File: src/rtl/cpu_types_pkg.sv
// Shared CPU types: address split and frame layout for the default
// 16-set instruction cache.
package cpu_types_pkg;

   localparam int unsigned ISETS  = 16;
   localparam int unsigned IIDX_W = $clog2(ISETS);
   localparam int unsigned ITAG_W = 30 - IIDX_W;

   typedef struct packed {
      logic [ITAG_W-1:0] tag;
      logic [IIDX_W-1:0] idx;
      logic [1:0]        bytoff;
   } icachef_t;

   typedef struct packed {
      logic              valid;
      logic [ITAG_W-1:0] tag;
      logic [31:0]       data;
   } icache_frame_t;

endpackage

File: src/rtl/icache.sv
// Direct-mapped read-only instruction cache: combinational hits,
// single-word refill from memory on a miss.
module icache
   import cpu_types_pkg::*;
#(
   parameter int unsigned SETS = ISETS
) (
   input  logic        CLK,
   input  logic        nRST,
   input  logic        imemREN,
   input  logic [31:0] imemaddr,
   output logic        ihit,
   output logic [31:0] imemload,
   output logic        iREN,
   output logic [31:0] iaddr,
   input  logic        iwait,
   input  logic [31:0] iload
);

   localparam int unsigned IDX_W = $clog2(SETS);
   localparam int unsigned TAG_W = 30 - IDX_W;

   typedef enum logic {COMPARE, FETCH} state_t;

   state_t            state, next_state;
   logic [SETS-1:0]   valid;
   logic [TAG_W-1:0]  tags [SETS];
   logic [31:0]       data [SETS];
   logic [29:0]       miss_addr;

   logic [TAG_W-1:0]  req_tag, miss_tag;
   logic [IDX_W-1:0]  req_idx, miss_idx;
   logic              fill, latch_miss;
   logic              unused_boff;

   assign req_tag     = imemaddr[31:2+IDX_W];
   assign req_idx     = imemaddr[2+IDX_W-1:2];
   assign miss_tag    = miss_addr[29:IDX_W];
   assign miss_idx    = miss_addr[IDX_W-1:0];
   assign unused_boff = ^imemaddr[1:0];

   always_comb begin
      next_state = state;
      ihit       = 1'b0;
      iREN       = 1'b0;
      iaddr      = '0;
      imemload   = data[req_idx];
      fill       = 1'b0;
      latch_miss = 1'b0;
      case (state)
         COMPARE: begin
            ihit = imemREN && valid[req_idx] && (tags[req_idx] == req_tag);
            if (imemREN && !ihit) begin
               latch_miss = 1'b1;
               next_state = FETCH;
            end
         end
         FETCH: begin
            iREN  = 1'b1;
            iaddr = {miss_addr, 2'b00};
            if (!iwait) begin
               fill       = 1'b1;
               next_state = COMPARE;
            end
         end
         default: next_state = COMPARE;
      endcase
   end

   always_ff @(posedge CLK or negedge nRST) begin
      if (!nRST) begin
         state     <= COMPARE;
         valid     <= '0;
         miss_addr <= '0;
         for (int unsigned i = 0; i < SETS; i++) begin
            tags[i] <= '0;
            data[i] <= '0;
         end
      end else begin
         state <= next_state;
         if (latch_miss)
            miss_addr <= {req_tag, req_idx};
         // fill uses the latched miss address, never the live request
         if (fill) begin
            valid[miss_idx] <= 1'b1;
            tags[miss_idx]  <= miss_tag;
            data[miss_idx]  <= iload;
         end
      end
   end

endmodule

File: config.mk
export PLATFORM = sky130hd
export DESIGN_NAME = icache
export DESIGN_NICKNAME = d
export VERILOG_FILES = /design/src/rtl/cpu_types_pkg.sv /design/src/rtl/icache.sv
export SDC_FILE = /design/constraint.sdc
export NUM_CORES = 1
export LEC_CHECK = 0
export CORE_ASPECT_RATIO = 1.75
export CORE_MARGIN = 4
export CORE_UTILIZATION = 60
export CTS_CLUSTER_DIAMETER = 120
export DETAILED_ROUTE_END_ITERATION = 6
export PLACE_DENSITY = 0.85
export SETUP_SLACK_MARGIN = 0.3
export SLEW_MARGIN = 20
export SYNTH_ARGS = -nofsm -noshare
export SYNTH_HDL_FRONTEND = slang
export SYNTH_SLANG_ARGS = --single-unit
File: constraint.sdc
create_clock -name CLK -period 5.65 [get_ports CLK]
set_clock_uncertainty 0.05 [all_clocks]
set_input_delay 0.8475 -clock CLK [delete_from_list [all_inputs] [get_ports CLK]]
set_output_delay 0.8475 -clock CLK [all_outputs]
set_load 0.005 [all_outputs]
==> results.py, run 1 <==
metrics = {
    "run_status": {
        "status": "finished clean",
    },
    "routing": {
        "vias": 24440,
        "first_pass_iters": 7,
        "drt_first_iter_violations": 1516,
        "ant_nets": 0,
        "via_per_inst": 6.54,
        "drcViolationCount": 0,
        "wirelength_mm": 107,
        "routedWlPerCell_um": 28.7,
    },
    "grt": {
        "grt_use_total": 0.280,
        "grt_max_degree": 189,
        "met3_usage": 0.0450,
        "grt_pass1_vias": 27669,
        "antenna_found_initial": 5,
        "gr-total-overflow": 0,
        "grt_pass1_wl_mm": 166,
        "use_met1": 0.353,
        "grt.met2_usage": 0.482,
        "gr-max-usage-layer": "met2",
    },
    "critical_path": {
        "critPathMaxFanout": 6,
        "r2r-start": "tags[57]",
        "critical_path_class": "in2out",
        "start_kind": "input pin",
        "reg2reg_to": "miss_addr[6]",
        "endpoint_kind": "output port",
        "rr_worst_depth": 9,
        "regToRegSetupSlack_ns": 1.87,
        "cp.arrival_ns": 4.34,
        "crit_required_ns": 4.75,
    },
    "yosys": {
        "synth_cells": 2685,
        "ys_ff_latch": 975,
        "synth_area_um2": 44100,
        "ys_warn_count": 0,
        "synth.area.top_cells": "dfrtp_1 (55%), mux2_2 (24%), mux4_2 (13%)",
        "async_flop_share": 1.00,
        "syn_area_per_cell_um2": 16.4,
        "yosysTopAreaCell": "dfrtp_1",
        "synth-seq-area-share": 0.553,
        "ys.flop_type": "dfrtp_1",
        "synth_edf_count": 0,
        "synth_cell_types": 51,
        "yosysTopAreaCellShare": 0.553,
    },
    "final_layout": {
        "ff_latch_area_um2": 24400,
        "layout_commonest_cell": "dfrtp_1",
        "nNetsFinal": 2802,
        "mostFrequentLayoutCells": "dfrtp_1 (975), mux2_2 (931), mux4_2 (258)",
        "final_cells": 3735,
        "fill_cells": 4648,
        "layout-drive-gt1-share": 0.520,
        "multi_input_area_um2": 18800,
        "finalInstanceArea_um2": 49400,
        "area_delta_synth_final_pct": 11.9,
    },
    "floorplan": {
        "ioPinCount": 134,
        "dieArea_um2": 78100,
        "initial_core_util": 0.605,
        "die_x_um": 213,
        "fp.coreArea_um2": 72900,
        "die_h_um": 367,
        "row_count": 131,
    },
    "sta": {
        "min_period_ns": 5.24,
        "period_share": 0.927,
        "fin_ws_ns": 0.415,
        "hold_violations": 0,
        "maxSlewViolCount": 0,
        "rsz0062_at_grt": "false",
        "setup_viol": 0,
        "worstMarginPinSlew_ns": 1.05,
        "fin_setup_tns_ns": 0,
        "slew_headroom": 0.299,
        "fmax_mhz": 191,
    },
    "placed_design": {
        "portBuffers": 129,
        "place.gp.congestion": 0.838,
        "dp_slack_ns": 0.297,
        "hpwl_mm": 63.1,
        "dpl_cell_area_um2": 46400,
        "place_inst": 3578,
    },
    "clock_network": {
        "cts_root_buffer": "clkbuf_16",
        "clock_latency_ns": 0.66,
        "clock_path_buffers": 3,
        "h-tree-depth": 3,
        "clk_pin_slew_ns": 0.06,
        "cts_setup_buffers": 0,
        "clock-sinks": 975,
        "cts_buffers": 85,
        "cts_tree": "yes",
        "hold_buffers": 0,
    },
    "pwr": {
        "p_sw_frac": 0.270,
        "internal-power_mw": 17.3,
        "leakagePower_nw": 22.4,
        "seq_power_share": 0.488,
        "ir_drop_mv": 0.360,
        "p_per_area_nw_per_um2": 481,
        "clockPowerShare": 0.253,
        "netSwitchingPower_mw": 6.41,
        "pwr-share-comb": 0.259,
    },
    "job": {
        "drv_cap": 0,
    },
    "worst_hold_path": {
        "hp-class": "in2async",
    },
}
sequential cells by signal (all words and copies together) (netlist names):
register / cells
miss_addr: 30
valid: 16
tags: 416
data: 512
state: 1
cells by family (layout without fill, tap and decap cells):
logic type	after synthesis	in the layout	synth area share
AO/OA/AOI/OAI	43	43	0.00825
XOR/XNOR	26	26	0.00516
buffers and inverters	243	357	0.0231
flip-flops	975	975	0.553
multiplexers	1269	1269	0.394
other	1	6	0.0000850
AND/OR/NAND/NOR	128	128	0.0163
how the worst max path moves through the flow:
| stage | start | to | slack (ns) | cells past startpoint |
|---|---|---|---|---|
| 2_1_floorplan | imemaddr[2] | imemload[22] | 1.0 | 9 |
| 3_3_place_gp | imemaddr[5] | ihit | 0.19 | 10 |
| 3_5_place_dp | imemaddr[5] | ihit | 0.30 | 10 |
| 4_1_cts | imemaddr[2] | ihit | 0.33 | 11 |
| 5_1_grt | imemaddr[5] | ihit | 0.30 | 12 |
| 6_report | imemaddr[5] | ihit | 0.41 | 12 |
synthesized netlist by cell type, types with 2 or more instances:
library cell / instances
nand3_1: 2
or3_1: 3
nor4_1: 2
or2_2: 6
and2_1: 33
or4_1: 5
dfrtp_1: 975
mux4_1: 9
o21ai_0: 5
nor2_1: 16
mux2_2: 931
o21a_1: 3
nor3_1: 5
mux2_4: 29
buf_2: 12
nand2b_1: 13
buf_6: 6
nand4_1: 10
nand2_1: 19
buf_4: 12
buf_1: 91
inv_1: 5
a221oi_2: 2
a221o_1: 3
nor2b_1: 9
o211ai_1: 4
xnor2_1: 14
and3_1: 2
a22o_1: 9
mux2i_1: 42
xor2_1: 12
mux4_2: 258
clkbuf_1: 115
a221oi_1: 6
metrics by stage:
step | util | power [mW] | hold slack, ns
6_report | 0.677 | 23.7 | 0.103
4_1_cts | 0.676 | 23.8 | 0.130
2_1_floorplan | - | 15.6 | 0.379
3_5_place_dp | 0.636 | 17.8 | 0.402
5_1_grt | 0.677 | 24.9 | 0.168
3_3_place_gp | 0.636 | 17.1 | 0.394
power groups by stage:
stage          combinational (mW)  clock (mW)  sequential (mW)
3_3_place_gp                 5.81           0             11.2
5_1_grt                      6.58        6.38             11.9
6_report                     6.14        6.02             11.6
2_1_floorplan                4.72           0             10.9
3_5_place_dp                 6.13           0             11.6
4_1_cts                      6.19        6.09             11.5
layout make-up:
cell class / count / area share
Antenna cell: 4 / 0.000203
Clock buffer: 123 / 0.0507
Clock inverter: 30 / 0.00758
Inverter: 7 / 0.000634
Multi-Input combinational cell: 1468 / 0.382
Sequential cell: 975 / 0.494
Tap cell: 931 / 0.0236
Timing Repair Buffer: 197 / 0.0414
what timing repair did:
action                     CTS  global route
pin swaps                    0             1
setup endpoints to repair    1             1
gates resized for setup      1            12
per-layer routing:
layer	share of wire	routed length (um)
met5	0.00012	13
met4	0.041	4440
met3	0.052	5600
met2	0.53	56600
met1	0.38	40500
critical path, cell delays in order:
cell and delay (ns):
clkdlybuf4s50_1 0.51, buf_4 0.19, and2_1 0.18, buf_4 0.19, a22o_1 0.23, a221oi_2 0.21
xnor2_1 0.21, or4_1 0.58, nor4_2 0.32, nand4_1 0.22, nor2_1 0.13, clkdlybuf4s50_1 0.51
Note: power is estimated with default switching activity, not from simulation.
==> run 2, diff against run 1 <==
--- a/config.mk
+++ b/config.mk
@@ -8,7 +8,7 @@
 export CORE_ASPECT_RATIO = 1.75
 export CORE_MARGIN = 4
 export CORE_UTILIZATION = 60
-export CTS_CLUSTER_DIAMETER = 120
+export CTS_CLUSTER_DIAMETER = 200
 export DETAILED_ROUTE_END_ITERATION = 6
 export PLACE_DENSITY = 0.85
 export SETUP_SLACK_MARGIN = 0.3
==> results of run 2 <==
Final layout, timing and power as in run 1 (identical DEF).
